## config.mk

```make
export PLATFORM = sky130hd
export DESIGN_NAME = mem_req_ctrl
export DESIGN_NICKNAME = d
export VERILOG_FILES = /design/src/rtl/mem_req_ctrl.sv
export SDC_FILE = /design/constraint.sdc
export NUM_CORES = 1
export LEC_CHECK = 0
export ABC_AREA = 1
export CORE_MARGIN = 3
export CORE_UTILIZATION = 35
export DETAILED_ROUTE_END_ITERATION = 12
export MAX_ROUTING_LAYER = met4
export PLACE_DENSITY = 0.95
export SYNTH_ARGS = -nofsm -noshare
export SYNTH_HDL_FRONTEND = slang
export SYNTH_SLANG_ARGS = --single-unit
```

## constraint.sdc

```tcl
create_clock -name clk -period 4.4 [get_ports clk]
set_input_delay 1.1 -clock clk [delete_from_list [all_inputs] [get_ports clk]]
set_output_delay 1.1 -clock clk [all_outputs]
set_load 0.02 [all_outputs]
```

## src/rtl/mem_req_ctrl.sv

```systemverilog
`default_nettype none
// ============================================================================
// Module      : mem_req_ctrl
// Description : Single-port RAM request controller. Accepts read/write
//               requests, drives the RAM port combinationally, and returns
//               read data through a valid/ready response channel holding one
//               response in flight. Optional macro MEM_REQ_CTRL_CLEAR_EN adds
//               a post-reset sweep that zeroes every RAM word.
// Revision    : 1.0 - initial release
// ============================================================================
module mem_req_ctrl #(
    parameter int DATA_W    = 32,
    parameter int NUM_WORDS = 256,
    parameter int ADDR_W    = $clog2(NUM_WORDS),
    parameter int RD_LAT    = 1
) (
    input  logic              clk,
    input  logic              rst_n,
    input  logic              req_valid,
    output logic              req_ready,
    input  logic              req_we,
    input  logic [ADDR_W-1:0] req_addr,
    input  logic [DATA_W-1:0] req_wdata,
    output logic              rsp_valid,
    input  logic              rsp_ready,
    output logic [DATA_W-1:0] rsp_rdata,
    output logic [ADDR_W-1:0] ram_addr,
    output logic              ram_wren,
    output logic              ram_rden,
    output logic [DATA_W-1:0] ram_wdata,
    input  logic [DATA_W-1:0] ram_rdata,
    output logic              busy
);

`ifdef MEM_REQ_CTRL_CLEAR_EN
    typedef enum logic [1:0] {
        ST_CLEAR = 2'd0,
        ST_IDLE  = 2'd1,
        ST_RESP  = 2'd2
    } state_t;
    localparam state_t c_RST_STATE = ST_CLEAR;
    // Terminal count compared exactly, so non-power-of-2 depths stop on time
    localparam logic [ADDR_W-1:0] c_LAST_ADDR = ADDR_W'(NUM_WORDS - 1);
`else
    typedef enum logic [1:0] {
        ST_IDLE  = 2'd1,
        ST_RESP  = 2'd2
    } state_t;
    localparam state_t c_RST_STATE = ST_IDLE;
`endif

    // One extra bit so the range compare works when NUM_WORDS == 2**ADDR_W
    localparam logic [ADDR_W:0] c_NUM_WORDS = (ADDR_W + 1)'(NUM_WORDS);

    state_t state_q, state_d;
    logic   w_accept;
    logic   w_in_range;

    assign w_in_range = ({1'b0, req_addr} < c_NUM_WORDS);
    assign rsp_valid  = (state_q == ST_RESP);
    assign busy       = (state_q != ST_IDLE);

    // State register
    always_ff @(posedge clk or negedge rst_n) begin
        if (!rst_n) begin
            state_q <= c_RST_STATE;
        end else begin
            state_q <= state_d;
        end
    end

`ifdef MEM_REQ_CTRL_CLEAR_EN
    logic [ADDR_W-1:0] cnt_q, cnt_d;

    // Clear sweep address counter
    always_ff @(posedge clk or negedge rst_n) begin
        if (!rst_n) begin
            cnt_q <= '0;
        end else begin
            cnt_q <= cnt_d;
        end
    end
`endif

    // Next state, handshake and RAM port drive; enables are masked during reset
    always_comb begin
        state_d   = state_q;
        req_ready = 1'b0;
        ram_addr  = req_addr;
        ram_wdata = req_wdata;
        ram_wren  = 1'b0;
        ram_rden  = 1'b0;
        w_accept  = 1'b0;
`ifdef MEM_REQ_CTRL_CLEAR_EN
        cnt_d     = cnt_q;
`endif
        case (state_q)
`ifdef MEM_REQ_CTRL_CLEAR_EN
            ST_CLEAR: begin
                ram_addr  = cnt_q;
                ram_wdata = '0;
                ram_wren  = rst_n;
                if (cnt_q == c_LAST_ADDR) begin
                    cnt_d   = '0;
                    state_d = ST_IDLE;
                end else begin
                    cnt_d = cnt_q + ADDR_W'(1);
                end
            end
`endif
            ST_IDLE: begin
                req_ready = 1'b1;
            end
            ST_RESP: begin
                // A new request can only be taken once the held response leaves
                req_ready = rsp_ready;
                if (rsp_ready) begin
                    state_d = ST_IDLE;
                end
            end
            default: begin
                state_d = c_RST_STATE;
            end
        endcase

        w_accept = req_valid & req_ready & rst_n;
        if (w_accept) begin
            // Out-of-range requests are accepted but never touch the RAM
            if (w_in_range) begin
                ram_wren = req_we;
                ram_rden = ~req_we;
            end
            if (!req_we) begin
                state_d = ST_RESP;
            end
        end
    end

    generate
        if (RD_LAT == 0) begin : g_lat0
            logic [DATA_W-1:0] hold_q, hold_d;

            // Combinational RAM: capture the word at acceptance
            always_comb begin
                hold_d = hold_q;
                if (w_accept && !req_we) begin
                    hold_d = w_in_range ? ram_rdata : '0;
                end
            end

            // Response hold register
            always_ff @(posedge clk or negedge rst_n) begin
                if (!rst_n) begin
                    hold_q <= '0;
                end else begin
                    hold_q <= hold_d;
                end
            end

            assign rsp_rdata = hold_q;
        end else begin : g_lat1
            logic              first_q, first_d;
            logic              oor_q, oor_d;
            logic [DATA_W-1:0] hold_q, hold_d;

            // Registered RAM: data appears in the first RESP cycle, capture it then
            always_comb begin
                first_d = w_accept & ~req_we;
                oor_d   = oor_q;
                hold_d  = hold_q;
                if (first_d) begin
                    oor_d = ~w_in_range;
                end
                if (first_q) begin
                    hold_d = oor_q ? '0 : ram_rdata;
                end
            end

            // Response hold register and first-cycle/out-of-range flags
            always_ff @(posedge clk or negedge rst_n) begin
                if (!rst_n) begin
                    first_q <= 1'b0;
                    oor_q   <= 1'b0;
                    hold_q  <= '0;
                end else begin
                    first_q <= first_d;
                    oor_q   <= oor_d;
                    hold_q  <= hold_d;
                end
            end

            // Pass RAM data straight through in the first cycle, then the copy
            assign rsp_rdata = first_q ? (oor_q ? '0 : ram_rdata) : hold_q;
        end
    endgenerate

endmodule
`default_nettype wire

```

# Word level (Yosys, flattened, before mapping)
# Index checks and enable logic that the tools add are counted.
op_classes:
  eq_ne: 3
  mux: 8
  bitwise_logic: 4
ops:
  columns: ["cell", "count"]
  rows:
  - ["32-bit two-way mux", 1]
  - ["2-bit two-way mux", 3]
  - ["2-bit case mux with 2 select lines", 1]
  - ["1-bit bitwise AND", 3]
  - ["2-bit by 1-bit == test with 1-bit output (second input constant)", 1]
  - ["2-bit == test (second input constant)", 1]
  - ["1-bit two-way mux", 2]
  - ["2-bit by 1-bit inequality test with 1-bit output (second input constant)", 1]
  - ["1-bit case mux with 2 select lines", 1]
  - ["1-bit NOT", 1]
word_totals:
  output_inout_bits: 77
  in_bits: 77
  word_cells: 18
  reg_bits: 35

# Logic depth before layout (Yosys ltp)
# Gate-level depths: netlist of the first run.
depth:
  depth_word: 5
  depth_mapped: 7

# Worst setup path after synthesis of the first run
# No wires, ideal clock.
synth_timing:
  path_kind: "input -> output"
  from: "in rsp_ready"
  to: "out ram_wren"
  n_path_buf: 0
  required_ns: 3.300
  t_arrival_ns: 1.925
  setup_slack_ns: 1.375
  path_stages: 4
  cell_sequence: "nand2_1 > a21oi_1 > nand2_1 > nor2_1"
synth_between:
  elab_chain_len: 4
synth_rtl:
  columns: ["item", "line_no", "rtl"]
  rows:
  - ["start: declaration", "25", "input logic rsp_ready,"]
  - ["1-bit case mux with 2 select lines", "97", "case (state_q)"]
  - ["named net req_ready", "20", "output logic req_ready,"]
  - ["1-bit bitwise AND (2 in a row)", "126", "w_accept = req_valid & req_ready & rst_n;"]
  - ["1-bit two-way mux", "127", "if (w_accept) begin"]
  - ["end: declaration", "28", "output logic ram_wren,"]
# The timed path passes the listed nets, and every way through them passes these cells.

# Worst setup path after layout of the first run
layout_timing:
  from: "in rsp_ready"
  to: "out ram_wren"
layout_between:
  elab_chain_len: 4
layout_rtl:
  columns: ["item", "line_no"]
  rows:
  - ["1-bit case mux with 2 select lines", "97"]
  - ["1-bit bitwise AND (2 in a row)", "126"]
  - ["1-bit two-way mux", "127"]
# Every way passes these cells.

==> results.sh, run 1 <==
export IMPL_nNetsFinal=256
export IMPL_grt_max_degree=36
export IMPL_reg2reg_from="g_lat1.first_q"
export IMPL_min_period_ns=3.79
export IMPL_r2r_cells=1
export IMPL_clockBufferDepth=2
export IMPL_syn_inst=138
export IMPL_cts_setup_buffers=0
export IMPL_cp_startpoint="rsp_ready"
export IMPL_num_rows=25
export IMPL_yosys_warnings=0
export IMPL_antenna_cells=0
export IMPL_clock_sinks=35
export IMPL_vias=1056
export IMPL_end_kind="primary output"
export IMPL_postSynthAreaPerCell_um2=13.5
export IMPL_antenna_found_initial=0
export IMPL_initial_utilization_pct=37.7
export IMPL_clock_fmax_mhz=264
export IMPL_syn_nets=219
export IMPL_die_y_um=79.0
export IMPL_cts_tree="yes"
export IMPL_cts_resized=0
export IMPL_slew_viol_final=0
export IMPL_setup_viol=0
export IMPL_grt_setup_unrepaired="false"
export IMPL_cp_start_kind="primary input"
export IMPL_crit_arrival_ns=2.69
export IMPL_drive_above_1_share_pct=24.6
export IMPL_cellPowerDensity_mw_per_mm2=741
export IMPL_grt_pass1_wl_mm=6.02
export IMPL_ant_nets=0
export IMPL_syn_to_final_growth_pct=28.6
export IMPL_path_clk_slew_ns=0.07
export IMPL_fin_total_pwr_w=0.00178
export IMPL_wirelength_mm=3.87
export IMPL_remaining_drc_errors=0
export IMPL_fillCellCount=457
export IMPL_ff_latch_area_um2=878
export IMPL_endpoint="ram_wren"
export IMPL_ctsRootBufferMaster="clkbuf_8"
export IMPL_hold_path_class="flip-flop to flip-flop"
export IMPL_coreArea_mm2=0.00494
export IMPL_multi_input_area_um2=583
export IMPL_ir_worst_vdd_mv=0.285
export IMPL_place_congestion=0.730
export IMPL_p_leak_nw=1.08
export IMPL_first_global_vias=1149
export IMPL_worst_pin_slew_ns=0.972
export IMPL_tns_ns=0
export IMPL_synth_seq_area_share_pct=47.0
export IMPL_vias_per_cell=4.36
export IMPL_finalHoldViolCount=0
export IMPL_cts_made_buffers=5
export IMPL_r2r_slack_ns=2.83
export IMPL_num_io_pins=154
export IMPL_maxCapViolations=0
export IMPL_grt_overflow_total=0
export IMPL_fin_skew_ns=0.00584
export IMPL_cts_htree_levels=2
export IMPL_netlist_area_mm2=0.00187
export IMPL_wl_per_cell_um=16.0
export IMPL_critPathKind="primary input to primary output"
export IMPL_drt_iter0_markers=9
export IMPL_worst_path_max_fanout=3
export IMPL_required_ns=3.30
export IMPL_hold_ws_ns=0.492
export IMPL_die_width_um=79.0
export IMPL_status="complete, no violations"
export IMPL_grt_usage_pct=13.1
export IMPL_dr_pass1_iters=3
export IMPL_slew_headroom_pct=35.2
export IMPL_die_area_mm2=0.00624
export IMPL_yosysUniqueCellTypes=15
export IMPL_clkLatencyLatePin_ns=0.28
export IMPL_cts_hold_buffers=0
export IMPL_hpwl_mm=3.00
export IMPL_fin_crit_sh_pct=86.0
export IMPL_portBuffers=73
export IMPL_ys_ff_latch=35
export IMPL_reg2reg_to="g_lat1.hold_q[0]"
-- kinds of logic (layout without fill, tap and decap cells) --
logic type	count (synthesis)	in the layout	synth area share [%]
compound gates	3	3	0.805
buf+inv	53	90	21.7
fa+ha+maj	4	4	2.68
mux	32	32	25.4
flops	35	35	47.0
simple gates	11	11	2.41
-- per-stage QoR --
step | std cells | utilization (%) | cell area, um2 | worst slack (ns)
global placement | 235 | 46.8 | 2310 | 0.658
global route | 242 | 48.6 | 2400 | 0.500
detailed placement | 235 | 46.8 | 2310 | 0.635
finish | 242 | 48.6 | 2400 | 0.614
CTS | 242 | 48.6 | 2400 | 0.615
floorplan | 138 | - | 1870 | 1.37
-- cells in the mapped netlist --
cell | n | share of area (%)
inv_1 | 9 | 1.8
ha_1 | 4 | 2.7
buf_4 | 40 | 16
dfrtp_1 | 34 | 46
nand3_1 | 1 | 0.27
mux2_2 | 2 | 1.2
buf_12 | 3 | 3.2
mux2_4 | 30 | 24
o21ai_0 | 2 | 0.54
buf_6 | 1 | 0.60
nor2_1 | 2 | 0.40
dfstp_2 | 1 | 1.4
nand2_1 | 7 | 1.4
a21oi_1 | 1 | 0.27
nand4_1 | 1 | 0.34
-- sequential cells by signal (all words and copies together) (netlist names) --
signal	flops
state_q	2
g_lat1.hold_q	32
g_lat1.first_q	1
-- worst max-delay path, stage by stage --
cell             delay, ns
clkdlybuf4s50_1       0.50
nand2_1               0.08
a21oi_1               0.18
nand2_1               0.07
nor2_1                0.13
clkdlybuf4s50_1       0.62
-- layout by cell type, fill, tap and decap left out --
master            n
a21oi_1           1
buf_2             1
buf_4             1
clkbuf_8          6
clkdlybuf4s50_1  72
clkinv_2          1
dfrtp_1          33
dfrtp_2           1
dfstp_2           1
ha_1              4
inv_1             9
mux2_2            2
mux2_4           30
nand2_1           7
nand3_1           1
nand4_1           1
nor2_1            2
o21ai_0           2
-- final cells by class --
cell class,count,share of cell area [%]
flip-flops and latches,35,36.6
repair buffers,74,30.6
multi-input cells,50,24.3
well taps,67,3.49
clock buffers,6,3.44
inverters,9,1.41
clock inverters,1,0.209
-- layer usage --
layer / routed length [um] / global-route usage (%)
met1: 1450 / 13.6
met2: 1910 / 21.7
met3: 402 / 4.88
met4: 104 / 6.87
met5: 0 / -
-- worst min-delay path by stage --
stage	to	startpoint	cells after the start	slack [ns]
global route	g_lat1.hold_q[15]	g_lat1.hold_q[15]	1	0.50
CTS	g_lat1.hold_q[15]	g_lat1.hold_q[15]	1	0.50
global placement	g_lat1.hold_q[30]	g_lat1.hold_q[30]	1	0.47
detailed placement	g_lat1.hold_q[26]	g_lat1.hold_q[26]	1	0.48
finish	g_lat1.hold_q[3]	g_lat1.hold_q[3]	1	0.49
floorplan	state_q[1]	state_q[1]	2	0.52
-- power by group --
group / switching, W / leakage [nW] / internal (W)
Clock: 0.000106 / 0.0470 / 0.000123
Sequential: 0.0000667 / 0.421 / 0.000480
Combinational: 0.000445 / 0.608 / 0.000558
Total: 0.000618 / 1.08 / 0.00116
Power figures use the tool's default switching activity.
==> inputs of run 2 (changes only) <==
--- a/config.mk
+++ b/config.mk
@@ -9,8 +9,9 @@
 export CORE_MARGIN = 3
 export CORE_UTILIZATION = 35
 export DETAILED_ROUTE_END_ITERATION = 12
+export HOLD_SLACK_MARGIN = 0.08
 export MAX_ROUTING_LAYER = met4
-export PLACE_DENSITY = 0.95
+export PLACE_DENSITY = 0.86
 export SYNTH_ARGS = -nofsm -noshare
 export SYNTH_HDL_FRONTEND = slang
 export SYNTH_SLANG_ARGS = --single-unit
==> run 2 against run 1 <==
Routed wire length is 4.6% lower. Utilization increased by 0.30 points. Via count fell by 2.2%. First-iteration DRC count rose to 3.7 times the previous value. Flip-flop and latch count unchanged. Sequential power barely moved. Clock power up 18%. Maximum frequency increased by 1.6%. Non-clock buffer count stayed put. Register-to-register slack got worse by 0.02 ns. Die area unchanged. Critical endpoint unchanged. Largest cell class unchanged.
==> results.sh, run 2 (synthesized netlist as in run 1, its figures left out) <==
export IMPL_fin_crit_sh_pct=84.7
export IMPL_portBuffers=73
export IMPL_cts_hold_buffers=0
export IMPL_clockBufferDepth=2
export IMPL_setup_viol=0
export IMPL_met2_usage_pct=19.6
export IMPL_antenna_cells=0
export IMPL_path_clk_slew_ns=0.06
export IMPL_cts_resized=0
export IMPL_internal_power_w=0.00120
export IMPL_min_period_ns=3.73
export IMPL_antenna_found_initial=0
export IMPL_cp_start_kind="primary input"
export IMPL_clock_fmax_mhz=268
export IMPL_netSwitchingFraction_pct=33.7
export IMPL_top_usage_layer="met2"
export IMPL_grt_setup_unrepaired="false"
export IMPL_vias_per_cell=4.27
export IMPL_hpwl_mm=2.81
export IMPL_largest_registers="g_lat1.hold_q: 32 flops, state_q: 2 flops, g_lat1.first_q: 1 flops"
export IMPL_grt_usage_pct=12.5
export IMPL_grt_overflow_total=0
export IMPL_required_ns=3.30
export IMPL_slew_viol_final=0
export IMPL_num_rows=25
export IMPL_syn_to_final_growth_pct=29.4
export IMPL_power_frac_clock_pct=14.9
export IMPL_die_y_um=79.0
export IMPL_status="complete, no violations"
export IMPL_met3_usage_pct=4.76
export IMPL_vias=1033
export IMPL_cts_tree="yes"
export IMPL_nNetsFinal=256
export IMPL_slowest_stage="clkdlybuf4s50_1"
export IMPL_die_width_um=79.0
export IMPL_place_congestion=0.811
export IMPL_cts_made_buffers=5
export IMPL_finalHoldViolCount=0
export IMPL_ir_worst_vdd_mv=0.274
export IMPL_endpoint="ram_wren"
export IMPL_end_kind="primary output"
export IMPL_worst_pin_slew_ns=1.00
export IMPL_initial_utilization_pct=37.7
export IMPL_crit_chain="clkdlybuf4s50_1 -> nand2_1 -> a21oi_1 -> nand2_1 -> nor2_1 -> clkdlybuf4s50_1"
export IMPL_maxCapViolations=0
export IMPL_top_register="g_lat1.hold_q"
export IMPL_slew_headroom_pct=33.2
export IMPL_p_leak_nw=1.08
export IMPL_tns_ns=0
export IMPL_cp_startpoint="rsp_ready"
export IMPL_power_switching_w=0.000612
export IMPL_num_io_pins=154
export IMPL_clkLatencyLatePin_ns=0.27
export IMPL_remaining_drc_errors=0
export IMPL_drive_above_1_share_pct=24.0
export IMPL_cellPowerDensity_mw_per_mm2=752
export IMPL_crit_arrival_ns=2.63
export IMPL_wl_per_cell_um=15.2
export IMPL_hold_path_class="flip-flop to flip-flop"
export IMPL_p_comb_share_pct=55.0
export IMPL_p_seq_share_pct=30.1
export IMPL_wirelength_mm=3.69
export IMPL_slowest_delay_ns=0.61
export IMPL_dpl_worst_slack_ns=0.680
export IMPL_use_met1_pct=14.8
export IMPL_cp_num_cells=6
export IMPL_cp_num_buf_inv=2
export IMPL_fin_util_pct=48.9
export IMPL_die_area_mm2=0.00624
export IMPL_dr_pass1_iters=4
export IMPL_ant_nets=0
export IMPL_cp_top_family="buffers and inverters"
export IMPL_cts_setup_buffers=0
export IMPL_first_global_vias=1145
export IMPL_ctsRootBufferMaster="clkbuf_8"
export IMPL_grt_max_degree=36
export IMPL_coreArea_mm2=0.00494
export IMPL_drt_iter0_markers=33
export IMPL_worst_path_max_fanout=3
export IMPL_grt_pass1_wl_mm=5.95
export IMPL_mostFrequentLayoutCell="clkdlybuf4s50_1"
export IMPL_setup_slack_ns=0.674
export IMPL_clock_sinks=35
export IMPL_cts_htree_levels=2
export IMPL_reg2reg_from="g_lat1.first_q"
export IMPL_fin_skew_ns=0.00677
export IMPL_r2r_cells=1
export IMPL_reg2reg_to="g_lat1.hold_q[0]"
export IMPL_r2r_slack_ns=2.81
export IMPL_largest_reg_flops=32
export IMPL_final_cell_mix="clkdlybuf4s50_1 (72), dfrtp_1 (33), mux2_4 (30), inv_1 (9), nand2_1 (7)"
export IMPL_critPathKind="primary input to primary output"
==> run 2: worst min-delay path by stage <==
stage	startpoint	to	slack, ns	cells after the start
after floorplan	state_q[1]	state_q[1]	0.52	2
after global placement	g_lat1.hold_q[16]	g_lat1.hold_q[16]	0.48	1
after detailed placement	g_lat1.hold_q[8]	g_lat1.hold_q[8]	0.48	1
after CTS	g_lat1.hold_q[12]	g_lat1.hold_q[12]	0.50	1
after global routing	g_lat1.hold_q[12]	g_lat1.hold_q[12]	0.50	1
final	g_lat1.hold_q[19]	g_lat1.hold_q[19]	0.49	1
==> run 2: metrics by stage <==
step / power [W] / std cells / hold slack, ns / area, um2
global placement: 0.00154 / 235 / 0.475 / 2310
floorplan: 0.00119 / 138 / 0.519 / 1870
detailed placement: 0.00157 / 235 / 0.479 / 2310
CTS: 0.00184 / 242 / 0.495 / 2410
global route: 0.00192 / 242 / 0.503 / 2410
finish: 0.00182 / 242 / 0.491 / 2410
==> run 2: power groups by stage <==
stage               logic [W]  registers [W]  clock network [W]
floorplan            0.000668       0.000519                  0
global placement     0.000996       0.000547                  0
detailed placement    0.00101       0.000556                  0
CTS                   0.00101       0.000550           0.000279
global route          0.00106       0.000571           0.000289
finish               0.000999       0.000547           0.000270
==> run 2: layer usage <==
metal  vias to the layer above  routed length [um]
met1                       486                1530
li1                        476                   -
met4                         0                  69
met2                        55                1750
met5                         -                   0
met3                        16                 329
==> run 2: cell type report <==
type / instances / area (um2)
inverters: 9 / 33.8
multi-input cells: 50 / 583
repair buffers: 74 / 733
clock buffers: 6 / 72.6
well taps: 67 / 83.8
fillers: 442 / 2530
clock inverters: 1 / 30.0
flip-flops and latches: 35 / 878
==> inputs of run 3 (changes only) <==
--- a/config.mk
+++ b/config.mk
@@ -7,11 +7,11 @@
 export LEC_CHECK = 0
 export ABC_AREA = 1
 export CORE_MARGIN = 3
-export CORE_UTILIZATION = 35
+export CORE_UTILIZATION = 33
 export DETAILED_ROUTE_END_ITERATION = 12
 export HOLD_SLACK_MARGIN = 0.08
 export MAX_ROUTING_LAYER = met4
-export PLACE_DENSITY = 0.86
+export PLACE_DENSITY = 0.82
 export SYNTH_ARGS = -nofsm -noshare
 export SYNTH_HDL_FRONTEND = slang
 export SYNTH_SLANG_ARGS = --single-unit
==> constraint.sdc (replaced) <==
create_clock -name clk -period 3.8 [get_ports clk]
set_input_delay 0.95 -clock clk [delete_from_list [all_inputs] [get_ports clk]]
set_output_delay 0.95 -clock clk [all_outputs]
set_load 0.02 [all_outputs]
==> run 3 against run 2 <==
Non-clock buffer count is 2 higher. Cell area is 1.2% higher. Count of clock-buffer cells in the layout is 1 lower. Die area is 5.6% higher. Global-route usage is 0.088 points lower. Power is 18% higher. Clock power is 25% higher. First-iteration DRC count is 18% higher. Sequential share of layout area is 0.43 points lower. Flip-flop and latch count stayed put. Largest power group unchanged.
==> results.sh, run 3 (synthesized netlist as in run 1, its figures left out) <==
export IMPL_status="complete, no violations"
export IMPL_largest_registers="g_lat1.hold_q: 32 flops, state_q: 2 flops, g_lat1.first_q: 1 flops"
export IMPL_ant_nets=0
export IMPL_slew_viol_final=0
export IMPL_clock_fmax_mhz=290
export IMPL_cts_tree="yes"
export IMPL_crit_arrival_ns=2.49
export IMPL_critPathKind="primary input to primary output"
export IMPL_r2r_cells=2
export IMPL_drive_above_1_share_pct=25.8
export IMPL_reg2reg_from="g_lat1.first_q"
export IMPL_syn_to_final_growth_pct=31.0
export IMPL_top_register="g_lat1.hold_q"
export IMPL_tns_ns=0
export IMPL_place_congestion=0.721
export IMPL_hold_ws_ns=0.494
export IMPL_worstHoldStart="g_lat1.hold_q[4]"
export IMPL_worst_pin_slew_ns=0.508
export IMPL_dr_pass1_iters=3
export IMPL_mostFrequentLayoutCell="clkdlybuf4s50_1"
export IMPL_largest_reg_flops=32
export IMPL_grt_pass1_wl_mm=5.84
export IMPL_end_kind="primary output"
export IMPL_clock_sinks=35
export IMPL_die_y_um=81.2
export IMPL_wl_per_cell_um=15.7
export IMPL_cp_start_kind="primary input"
export IMPL_grt_setup_unrepaired="false"
export IMPL_min_period_ns=3.44
export IMPL_cts_hold_buffers=0
export IMPL_fillCellCount=457
export IMPL_clkLatencyLatePin_ns=0.29
export IMPL_initial_utilization_pct=35.4
export IMPL_num_io_pins=154
export IMPL_cts_made_buffers=5
export IMPL_cts_htree_levels=2
export IMPL_die_area_mm2=0.00659
export IMPL_p_leak_nw=1.10
export IMPL_remaining_drc_errors=0
export IMPL_hpwl_mm=3.00
export IMPL_vias_per_cell=4.29
export IMPL_fin_skew_ns=0.00639
export IMPL_clockBufferDepth=2
export IMPL_fin_crit_sh_pct=90.6
export IMPL_reg2reg_to="g_lat1.hold_q[7]"
export IMPL_path_clk_slew_ns=0.07
export IMPL_antenna_cells=0
export IMPL_portBuffers=73
export IMPL_holdPathEnd="g_lat1.hold_q[4]"
export IMPL_ir_worst_vdd_mv=0.347
export IMPL_final_cell_mix="clkdlybuf4s50_1 (72), dfrtp_1 (33), mux2_4 (30), inv_1 (9), nand2_1 (7)"
export IMPL_grt_max_degree=36
export IMPL_antenna_found_initial=0
export IMPL_wirelength_mm=3.89
export IMPL_finalHoldViolCount=0
export IMPL_worst_path_max_fanout=3
export IMPL_maxCapViolations=0
export IMPL_r2r_slack_ns=2.33
export IMPL_required_ns=2.85
export IMPL_die_width_um=81.2
export IMPL_slew_headroom_pct=66.1
export IMPL_hold_depth=1
export IMPL_cellPowerDensity_mw_per_mm2=874
export IMPL_grt_overflow_total=0
export IMPL_drt_iter0_markers=39
export IMPL_coreArea_mm2=0.00527
export IMPL_grt_usage_pct=12.4
export IMPL_num_rows=26
export IMPL_ctsRootBufferMaster="clkbuf_8"
export IMPL_vias=1065
export IMPL_cts_resized=0
export IMPL_setup_viol=0
export IMPL_first_global_vias=1082
export IMPL_nNetsFinal=258
export IMPL_hold_path_class="flip-flop to flip-flop"
export IMPL_cts_setup_buffers=0
==> run 3: cell count changes in the layout (fill, tap and decap cells not counted) <==
cell | before | now
buf_4 | 1 | 3
clkbuf_1 | 1 | 0
clkinv_2 | 0 | 1
clkinv_4 | 0 | 1
==> run 3: area by class of cell <==
cell class / count / area, um2 / area share [%]
Multi-Input combinational cell: 50 / 583 / 23.9
Tap cell: 70 / 87.6 / 3.58
Clock buffer: 5 / 68.8 / 2.82
Clock inverter: 3 / 43.8 / 1.79
Timing Repair Buffer: 76 / 748 / 30.6
Inverter: 9 / 33.8 / 1.38
Sequential cell: 35 / 878 / 35.9
==> run 3: how the worst max path moves through the flow <==
stage / startpoint / endpoint / slack (ns) / cells after the start
2_1_floorplan: rsp_ready / ram_wren / 1.07 / 4
3_3_place_gp: rsp_ready / ram_wren / 0.44 / 6
3_5_place_dp: rsp_ready / ram_wren / 0.36 / 6
4_1_cts: rsp_ready / ram_wren / 0.35 / 6
5_1_grt: rsp_ready / ram_wren / 0.25 / 6
6_report: rsp_ready / ram_wren / 0.36 / 6
==> run 3: metrics by stage <==
| step | cells | util [%] | setup WS (ns) | total power [W] | area [um2] |
|---|---|---|---|---|---|
| after CTS | 248 | 46.4 | 0.347 | 0.00216 | 2440 |
| after global placement | 240 | 44.2 | 0.436 | 0.00179 | 2330 |
| after detailed placement | 240 | 44.2 | 0.356 | 0.00182 | 2330 |
| after floorplan | 138 | - | 1.07 | 0.00137 | 1870 |
| final | 248 | 46.4 | 0.356 | 0.00214 | 2440 |
| after global routing | 248 | 46.4 | 0.254 | 0.00226 | 2440 |
==> run 3: critical path: stages <==
cell and delay, ns:
clkdlybuf4s50_1 0.50, nand2_1 0.08, a21oi_1 0.18, nand2_1 0.07
nor2_1 0.09, clkdlybuf4s50_1 0.62
==> run 3: layer usage <==
metal / up-vias / routed length, um / global-route usage, %
li1: 479 / - / -
met1: 497 / 1490 / 13.8
met2: 71 / 1750 / 18.5
met3: 18 / 540 / 4.99
met4: 0 / 116 / 8.11
met5: - / 0 / -
==> run 3: where the power goes <==
part / internal (W) / switching [W] / total [W]
clock: 0.000195 / 0.000142 / 0.000337
combinational: 0.000648 / 0.000527 / 0.00117
sequential: 0.000555 / 0.0000680 / 0.000623
